==> config.mk <==
export PLATFORM = sky130hd
export DESIGN_NAME = apb_transfer_sequencer_flat
export DESIGN_NICKNAME = d
export VERILOG_FILES = /design/src/rtl/apb_transfer_sequencer_if.sv /design/src/rtl/apb_transfer_sequencer.sv /design/src/flat_wrapper.sv
export SDC_FILE = /design/constraint.sdc
export NUM_CORES = 1
export LEC_CHECK = 0
export CAP_MARGIN = 30
export CORE_UTILIZATION = 39
export DETAILED_ROUTE_END_ITERATION = 8
export PLACE_DENSITY = 0.82
export RECOVER_POWER = 25
export SYNTH_ARGS = -nofsm -noshare
export SYNTH_HDL_FRONTEND = slang
export SYNTH_SLANG_ARGS = --single-unit
==> constraint.sdc <==
create_clock -name hclk -period 2.6 [get_ports hclk]
set_input_delay 0.52 -clock hclk [delete_from_list [all_inputs] [get_ports hclk]]
set_output_delay 0.52 -clock hclk [all_outputs]
set_load 0.01 [all_outputs]
==> src/rtl/apb_transfer_sequencer_if.sv <==
// Bus bundle between the AHB front end, apb_transfer_sequencer and the APB peripherals.
// The master view belongs to the sequencer; the slave view is its AHB/APB counterpart.
interface apb_transfer_sequencer_if;
    logic        valid;
    logic        hwrite;
    logic [31:0] haddr1;
    logic [31:0] hwdata;
    logic [2:0]  temp_selx;
    logic [31:0] prdata;
    logic        pready;
    logic        pslverr;
    logic [2:0]  pselx;
    logic        penable;
    logic        pwrite;
    logic [31:0] paddr;
    logic [31:0] pwdata;
    logic        hreadyout;
    logic [1:0]  hresp;
    logic [31:0] hrdata;

    modport master (
        input  valid, hwrite, haddr1, hwdata, temp_selx, prdata, pready, pslverr,
        output pselx, penable, pwrite, paddr, pwdata, hreadyout, hresp, hrdata
    );

    modport slave (
        output valid, hwrite, haddr1, hwdata, temp_selx, prdata, pready, pslverr,
        input  pselx, penable, pwrite, paddr, pwdata, hreadyout, hresp, hrdata
    );
endinterface

==> src/rtl/apb_transfer_sequencer.sv <==
// Turns accepted AHB transfers into APB SETUP/ACCESS phases, with AHB wait states,
// the two-cycle AHB ERROR response and an optional abort of hung APB accesses.
module apb_transfer_sequencer #(
    parameter int TIMEOUT = 16
) (
    input  logic                     hclk,
    input  logic                     hresetn,
    apb_transfer_sequencer_if.master bus
);
    localparam int              CW         = (TIMEOUT < 1) ? 1 : $clog2(TIMEOUT + 1);
    localparam logic [CW-1:0]   LAST_WAIT  = CW'((TIMEOUT > 0) ? TIMEOUT - 1 : 0);
    localparam logic [1:0]      RESP_OKAY  = 2'b00;
    localparam logic [1:0]      RESP_ERROR = 2'b01;

    typedef enum logic [2:0] {IDLE, WWAIT, SETUP, ACCESS, ERR1, ERR2} state_t;

    state_t        state;
    logic [2:0]    sel_q;
    logic [CW-1:0] wait_cnt;
    logic          access_done;
    logic          access_err;
    logic          timeout_hit;
    logic          can_accept;

    always_comb begin
        // NOTE: every signal driven here gets a default first, so no path can infer a latch.
        access_done   = 1'b0;
        access_err    = 1'b0;
        timeout_hit   = 1'b0;
        bus.hrdata    = '0;
        if (state == ACCESS) begin
            access_done = bus.pready && !bus.pslverr;
            access_err  = bus.pready && bus.pslverr;
            // The current wait cycle is the TIMEOUT-th one; a pready in it still completes.
            timeout_hit = !bus.pready && (TIMEOUT != 0) && (wait_cnt == LAST_WAIT);
            if (access_done && !bus.pwrite) bus.hrdata = bus.prdata;
        end
        can_accept    = (state == IDLE) || (state == ERR2) || access_done;
        bus.hreadyout = can_accept;
        bus.hresp     = ((state == ERR1) || (state == ERR2)) ? RESP_ERROR : RESP_OKAY;
    end

    always_ff @(posedge hclk or negedge hresetn) begin
        if (!hresetn) begin
            state       <= IDLE;
            sel_q       <= '0;
            wait_cnt    <= '0;
            bus.pselx   <= '0;
            bus.penable <= 1'b0;
            bus.pwrite  <= 1'b0;
            bus.paddr   <= '0;
            bus.pwdata  <= '0;
        end else if (can_accept) begin
            // NOTE: state registers use non-blocking assignments so every read sees pre-edge values.
            bus.penable <= 1'b0;
            if (bus.valid) begin
                bus.paddr  <= bus.haddr1;
                bus.pwrite <= bus.hwrite;
                sel_q      <= bus.temp_selx;
                if (bus.temp_selx == 3'b000) begin
                    state     <= ERR1;
                    bus.pselx <= '0;
                end else if (bus.hwrite) begin
                    state     <= WWAIT;
                    bus.pselx <= '0;
                end else begin
                    state     <= SETUP;
                    bus.pselx <= bus.temp_selx;
                end
            end else begin
                state     <= IDLE;
                bus.pselx <= '0;
            end
        end else begin
            unique case (state)
                WWAIT: begin
                    bus.pwdata <= bus.hwdata;
                    bus.pselx  <= sel_q;
                    state      <= SETUP;
                end
                SETUP: begin
                    bus.penable <= 1'b1;
                    wait_cnt    <= '0;
                    state       <= ACCESS;
                end
                ACCESS: begin
                    if (access_err || timeout_hit) begin
                        state       <= ERR1;
                        bus.pselx   <= '0;
                        bus.penable <= 1'b0;
                    end else if (wait_cnt != '1) begin
                        wait_cnt <= wait_cnt + CW'(1);
                    end
                end
                ERR1:    state <= ERR2;
                default: state <= IDLE;
            endcase
        end
    end
endmodule

==> src/flat_wrapper.sv <==
// flat-port wrapper written by rule: the top's interface ports become plain ports
module apb_transfer_sequencer_flat 
#(
    parameter int TIMEOUT = 16
)
  (hclk, hresetn, bus_valid, bus_hwrite, bus_haddr1, bus_hwdata, bus_temp_selx, bus_prdata, bus_pready, bus_pslverr, bus_pselx, bus_penable, bus_pwrite, bus_paddr, bus_pwdata, bus_hreadyout, bus_hresp, bus_hrdata);
  apb_transfer_sequencer_if bus_i ();
  input  logic hclk;
  input  logic hresetn;
  input wire logic [$bits(bus_i.valid)-1:0] bus_valid;
  input wire logic [$bits(bus_i.hwrite)-1:0] bus_hwrite;
  input wire logic [$bits(bus_i.haddr1)-1:0] bus_haddr1;
  input wire logic [$bits(bus_i.hwdata)-1:0] bus_hwdata;
  input wire logic [$bits(bus_i.temp_selx)-1:0] bus_temp_selx;
  input wire logic [$bits(bus_i.prdata)-1:0] bus_prdata;
  input wire logic [$bits(bus_i.pready)-1:0] bus_pready;
  input wire logic [$bits(bus_i.pslverr)-1:0] bus_pslverr;
  output wire logic [$bits(bus_i.pselx)-1:0] bus_pselx;
  output wire logic [$bits(bus_i.penable)-1:0] bus_penable;
  output wire logic [$bits(bus_i.pwrite)-1:0] bus_pwrite;
  output wire logic [$bits(bus_i.paddr)-1:0] bus_paddr;
  output wire logic [$bits(bus_i.pwdata)-1:0] bus_pwdata;
  output wire logic [$bits(bus_i.hreadyout)-1:0] bus_hreadyout;
  output wire logic [$bits(bus_i.hresp)-1:0] bus_hresp;
  output wire logic [$bits(bus_i.hrdata)-1:0] bus_hrdata;
  assign bus_i.valid = bus_valid;
  assign bus_i.hwrite = bus_hwrite;
  assign bus_i.haddr1 = bus_haddr1;
  assign bus_i.hwdata = bus_hwdata;
  assign bus_i.temp_selx = bus_temp_selx;
  assign bus_i.prdata = bus_prdata;
  assign bus_i.pready = bus_pready;
  assign bus_i.pslverr = bus_pslverr;
  assign bus_pselx = bus_i.pselx;
  assign bus_penable = bus_i.penable;
  assign bus_pwrite = bus_i.pwrite;
  assign bus_paddr = bus_i.paddr;
  assign bus_pwdata = bus_i.pwdata;
  assign bus_hreadyout = bus_i.hreadyout;
  assign bus_hresp = bus_i.hresp;
  assign bus_hrdata = bus_i.hrdata;
  apb_transfer_sequencer #(.TIMEOUT(TIMEOUT)) u_core (.hclk(hclk), .hresetn(hresetn), .bus(bus_i));
endmodule
==> flow_summary.toml, run 1 <==
[status]
status = "complete, no violations"

[timing]
relSlewSlack_pct = 14.81
tightest_slew_ps = 1278
finalHoldViolations = 0
finClkSkew_ps = 13.01
finalCriticalPeriod_ps = 2466
final_max_slew_viol_count = 0
finalSetupViolations = 0
max_freq_mhz = 405.5
min_period_over_period_pct = 94.85
rsz0062_at_grt = "false"

[power_and_ir_drop]
switching_share_pct = 31.64
comb_power_share_pct = 51.9
powerDensity_nw_per_um2 = 1105
power.internal_w = 0.004588
vdd_drop_max_v = 0.0005041
seq_power_share_pct = 33.3
switchingPower_w = 0.002124
leakage_nw = 2.830
clkPwrFrac_pct = 14.9

[detailed_routing]
drc = 0
drt-initial-drc-count = 123
ant_nets = 0
first_pass_iters = 4
vias = 2951
wl_per_cell_um = 16.82
wl_mm = 10.11
viasPerCell = 4.910

[clock_tree]
cts_made_buffers = 9
worst_skew_pair.late_latency_ps = 350
cts.reportedPaths.clkPinSlew_ps = 90
h-tree-depth = 3
cts.path.max_buffers = 2
cts_sinks = 80
cts_tree = "built"
cts-root-buf = "clkbuf_8"
hold_buffers = 0

[final_layout]
syn_to_final_growth_pct = 65.06
nFillCells = 712
fin_nets = 594
drive_gt1_share_pct = 20.61
layout_common_cells = "173 x clkdlybuf4s50_1, 80 x dfrtp_1, 35 x mux2_4, 33 x dlygate4sd2_1"
fin_util_pct = 66.07
final_cells = 601
final_common_cell = "clkdlybuf4s50_1"
final_area_sq_um = 6076
antenna_cells = 0

[synthesis]
avgSynthCellArea_sq_um = 13.48
yosys.area.top_type = "dfrtp_1"
ys_seq_area_share_pct = 54.38
syn_inst = 273
syn_nets = 381
synth_compound_area_share_pct = 6.288
synth_mux_area_share_pct = 24.61
yosysTopAreaCellShare_pct = 54.38
async_reset_ff_share_pct = 100.0
netlist_top_cells_area = "dfrtp_1 54%, mux2_4 14%, mux2_2 9.8%"
ys.flop_type = "dfrtp_1"
synth_simple_gate_area_share_pct = 10.13
synth_edf_count = 0
synth_top_family_by_area = "multiplexers"
synth_seq_cells = 80
ys_types = 39
synth_fa_ha_area_share_pct = 1.020
yosys_warnings = 0
synth_xor_area_share_pct = 0
syn_area_sq_um = 3681

[grt]
gr-total-overflow = 0
gr-usage-all-layers_pct = 20.56
grt_max_degree = 53
grt_pass1_vias = 3282
antenna_found_initial = 0
grt_pass1_wl_mm = 15.59

[critical_path]
crit_end = "bus_hrdata[21]"
worst_setup_path_end_kind = "output pin"
crit_start = "bus_pslverr"
cp.required_ps = 2080
critPathKind = "in2out"
reg2regPathDepth = 7
startpoint_type = "input port"
crit_arrival_ps = 1950
timing.rr.end = "u_core.wait_cnt[2]"
critPathMaxFanout = 32
worstReg2RegStart = "u_core.wait_cnt[0]"
reg2reg_slack_ps = 500

[die]
dieArea_sq_um = 9831
pin_count = 209
rows = 35
core_sq_um = 9196
die_w_um = 99.15
initial_utilization_pct = 40.03
die_h_um = 99.15

[run]
max_cap_viol_count = 0

[placement]
io_buffers = 207
numPlacedInstances = 586
place_congestion = 0.8597
placed_area_sq_um = 5918
detailed_place_hpwl_mm = 7.804

[min_path]
hold_class = "in2async"
## synthesized netlist by cell type, drive strengths merged (2+ instances only)
library cell / n
a21oi: 8
a22o: 2
a22oi: 2
and2: 32
and3: 4
buf: 12
clkbuf: 5
dfrtp: 80
ha: 3
inv: 5
mux2: 67
mux2i: 2
nand2: 12
nand2b: 2
nor2: 6
nor2b: 2
nor3: 2
o21ai: 7
o22a: 3
o31ai: 2
## per-layer routing
| layer | up-vias | wire (um) | part of all wire, % | GRT usage, % |
|---|---|---|---|---|
| li1 | 1372 | - | - | - |
| met1 | 1403 | 3616 | 36 | 20.22 |
| met2 | 156 | 5455 | 54 | 40.29 |
| met3 | 20 | 751 | 7.4 | 5.341 |
| met4 | 0 | 283 | 2.8 | 8.937 |
| met5 | - | 0 | 0 | 0 |
## what timing repair did
| item | 4_1_cts | 5_1_grt |
|---|---|---|
| setup buffers | 0 | 0 |
| endpoints found under the setup margin | 33 | 0 |
| gates resized for setup | 33 | 0 |
## worst min-delay path by stage
| stage | endpoint | slack (ps) | startpoint |
|---|---|---|---|
| finish | u_core.bus.pwdata[13] | 430 | hresetn |
| global route | u_core.bus.pwdata[1] | 520 | u_core.bus.pwdata[1] |
| CTS | u_core.bus.pwdata[13] | 220 | hresetn |
| detailed placement | u_core.bus.paddr[8] | 490 | u_core.bus.paddr[8] |
| global placement | u_core.bus.pwdata[9] | 490 | u_core.bus.pwdata[9] |
| floorplan | u_core.bus.paddr[0] | 220 | hresetn |
## metrics by stage
stage          power, W  setup WS [ps]  TNS (ps)  hold WS [ps]
2_1_floorplan  0.004045          580.0         0         224.4
3_3_place_gp   0.005673         -141.3     -3969         487.0
3_5_place_dp   0.005801         -153.4     -4073         491.2
4_1_cts        0.006787          122.3         0         221.7
5_1_grt        0.007094          5.808         0         521.5
6_report       0.006712          134.0         0         427.0
## logic make-up after synthesis
logic type               count (synthesis)
flip-flops                              80
multiplexers                            69
AND/OR/NAND/NOR                         65
AO/OA/AOI/OAI                           33
buffers and inverters                   22
adder cells (fa/ha/maj)                  3
other                                    1
## power by group through the flow
stage / combinational (W) / sequential (W) / clock, W
2_1_floorplan: 0.00157 / 0.00248 / 0
3_3_place_gp: 0.00346 / 0.00222 / 0
3_5_place_dp: 0.00355 / 0.00226 / 0
4_1_cts: 0.00352 / 0.00224 / 0.00103
5_1_grt: 0.00371 / 0.00232 / 0.00107
6_report: 0.00348 / 0.00223 / 0.000997
## area by class of cell
| cell class | count | area, sq um | area share [%] |
|---|---|---|---|
| Clock buffer | 9 | 123.9 | 2.039 |
| Clock inverter | 6 | 92.59 | 1.524 |
| Inverter | 5 | 18.77 | 0.3089 |
| Multi-Input combinational cell | 171 | 1562 | 25.70 |
| Sequential cell | 80 | 2002 | 32.95 |
| Tap cell | 111 | 138.9 | 2.286 |
| Timing Repair Buffer | 219 | 2138 | 35.19 |
## sequential cells by signal, summed over array words and instances, names as in the netlist
name	cells
u_core.bus.pwrite	1
u_core.bus.penable	1
u_core.wait_cnt	5
u_core.bus.paddr	32
u_core.sel_q	3
u_core.bus.pselx	3
u_core.bus.pwdata	32
u_core.state	3
## worst max-delay path, stage by stage
cell and delay (ps):
clkdlybuf4s50_1 460, nor4b_4 340, buf_12 190, and2_1 150
dlygate4sd2_1 270
(Power assumes the default switching activity.)
==> run 2, diff against run 1 <==
--- a/config.mk
+++ b/config.mk
@@ -6,8 +6,9 @@
 export NUM_CORES = 1
 export LEC_CHECK = 0
+export ABC_AREA = 1
 export CAP_MARGIN = 30
 export CORE_UTILIZATION = 39
 export DETAILED_ROUTE_END_ITERATION = 8
-export PLACE_DENSITY = 0.82
+export PLACE_DENSITY = 0.81
 export RECOVER_POWER = 25
 export SYNTH_ARGS = -nofsm -noshare
==> constraint.sdc (replaced) <==
create_clock -name hclk -period 2.6 [get_ports hclk]
set_input_delay 0.52 -clock hclk [delete_from_list [all_inputs] [get_ports hclk]]
set_output_delay 0.52 -clock hclk [all_outputs]
set_load 0.02 [all_outputs]
==> flow_summary.toml, run 2 <==
[timing]
rsz0062_at_grt = "false"
finalHoldViolations = 0
finClkSkew_ps = 7.794
hold-worst-slack_ps = 347.2
relSlewSlack_pct = 29.38
finalCriticalPeriod_ps = 2509
finalSetupViolations = 0
tightest_slew_ps = 1059
final_max_slew_viol_count = 0
setup_tns_ps = 0
max_freq_mhz = 398.6
min_period_over_period_pct = 96.50

[placement]
numPlacedInstances = 766
io_buffers = 207
detailed_place_hpwl_mm = 8.251
place_congestion = 0.8594

[final_layout]
multi_input_area_sq_um = 1544
fin_util_pct = 65.65
seqCellArea_sq_um = 2002
nFillCells = 824
fin_nets = 756
syn_to_final_growth_pct = 61.61
top_regs = "u_core.bus.paddr (32), u_core.bus.pwdata (32), u_core.wait_cnt (5)"
final_common_cell = "nand2_1"
drive_gt1_share_pct = 8.882
layout_common_cells = "205 x nand2_1, 172 x clkdlybuf4s50_1, 80 x dfrtp_1, 32 x nor3b_1, 23 x nand3_1"
antenna_cells = 0
final_cells = 782

[synthesis]
synth_edf_count = 0
yosys.area.top_type = "dfrtp_1"
ys.flop_type = "dfrtp_1"
ys_seq_area_share_pct = 53.09
avgSynthCellArea_sq_um = 8.513
syn_area_sq_um = 3771
netlist_top_cells_area = "dfrtp_1 53%, nand2_1 20%, nor3b_1 6.4%"
async_reset_ff_share_pct = 100.0
yosysTopAreaCellShare_pct = 53.09
ys_types = 24
synth_commonest_cells = "205 x nand2_1, 80 x dfrtp_1, 32 x nor3b_1, 23 x nand3_1, 19 x nand3_2"
syn_inst = 443
yosysMostFrequentCell = "nand2_1"
yosys_warnings = 0
syn_nets = 551
synth_seq_cells = 80

[detailed_routing]
drc = 0
first_pass_iters = 4
wl_mm = 10.78
viasPerCell = 4.687
drt-initial-drc-count = 116
ant_nets = 0
wl_per_cell_um = 13.79
vias = 3665

[clock_tree]
cts_made_buffers = 9
cts_sinks = 80
cts.reportedPaths.clkPinSlew_ps = 80
cts.path.max_buffers = 2
worst_skew_pair.late_latency_ps = 340
hold_buffers = 0
cts-root-buf = "clkbuf_8"
cts_tree = "built"
h-tree-depth = 3

[run]
max_cap_viol_count = 0

[grt]
gr-total-overflow = 0
grt_pass1_vias = 3620
grt_pass1_wl_mm = 17.09
gr-usage-all-layers_pct = 21.74
grt_max_degree = 43
antenna_found_initial = 0

[critical_path]
worst_setup_path_end_kind = "output pin"
crit_arrival_ps = 1990
crit_buf_inv = 4
cp_slowest_stage_delay_ps = 480
crit_chain = "clkdlybuf4s50_1, inv_1, nor2_1, nand2_1, buf_12, nor3b_1, dlygate4sd2_1"
critPathSlowestCell = "clkdlybuf4s50_1"
cp_top_family = "buffers and inverters"
critPathMaxFanout = 32
cp.required_ps = 2080
startpoint_type = "input port"
critPathKind = "in2out"

[power_and_ir_drop]
vdd_drop_max_v = 0.0005825
leakage_nw = 2.952
powerDensity_nw_per_um2 = 1087
total_power_w = 0.006627

[status]
status = "complete, no violations"

[die]
initial_utilization_pct = 40.62
rows = 35
die_w_um = 100.3
pin_count = 209
core_sq_um = 9284
dieArea_sq_um = 10070
die_h_um = 100.3

[min_path]
hold_class = "in2async"
==> run 2: routing by layer <==
| metal | vias to the layer above | track usage, % | wire length (um) |
|---|---|---|---|
| met5 | - | 0 | 0 |
| met4 | 0 | 6.355 | 145 |
| met3 | 13 | 6.476 | 941 |
| met2 | 152 | 40.09 | 5631 |
| met1 | 1701 | 24.07 | 4066 |
| li1 | 1799 | - | - |
==> run 2: final timing paths <==
path,startpoint,endpoint,slack [ps],cells past startpoint
setup / recovery,bus_pready,bus_hrdata[4],90,7
hold / removal,hresetn,u_core.bus.pwdata[4],350,1
setup reg to reg,u_core.state[1],u_core.bus.paddr[7],620,10
hold reg to reg,u_core.bus.pwdata[14],u_core.bus.pwdata[14],470,2
max in group asynchronous,hresetn,u_core.bus.paddr[1],750,2
min in group hclk,u_core.bus.pwdata[14],u_core.bus.pwdata[14],470,2
==> run 2: cell type report <==
| cell class | count | area share (%) |
|---|---|---|
| Sequential cell | 80 | 32.85 |
| Multi-Input combinational cell | 319 | 25.33 |
| Tap cell | 129 | 2.648 |
| Inverter | 18 | 1.109 |
| Timing Repair Buffer | 220 | 34.80 |
| Clock buffer | 13 | 2.607 |
| Clock inverter | 3 | 0.6569 |
==> run 2: cells by family after synthesis <==
family                     after synthesis  synth area share, %
DFF                                     80                53.09
adders and majority gates                4                1.261
and+or+nand+nor                        299                37.43
AOI/OAI and AO/OA                       14                1.858
buffers and inverters                   44                6.038
other                                    1              0.09944
xor gates and xnor gates                 1               0.2323
==> run 2: power breakdown <==
group | leakage [nW] | switching [W] | internal [W] | total, W
clock network | 0.103 | 0.000423 | 0.000494 | 0.000918
logic | 1.85 | 0.00204 | 0.00151 | 0.00355
registers | 1.00 | 0.000342 | 0.00182 | 0.00216
total | 2.95 | 0.00281 | 0.00382 | 0.00663
==> run 2: repair_timing <==
action                     4_1_cts  5_1_grt
gates cloned                     0        0
pin swaps                        0        0
buffers inserted                 0        0
gates resized for setup         33       20
setup endpoints to repair       33       11
==> run 2: stage by stage <==
stage	setup WS, ps	area (sq um)
2_1_floorplan	580.8	3771
3_3_place_gp	-175.8	5962
3_5_place_dp	-236.5	5962
4_1_cts	47.97	6120
5_1_grt	4.309	6095
6_report	91.01	6095
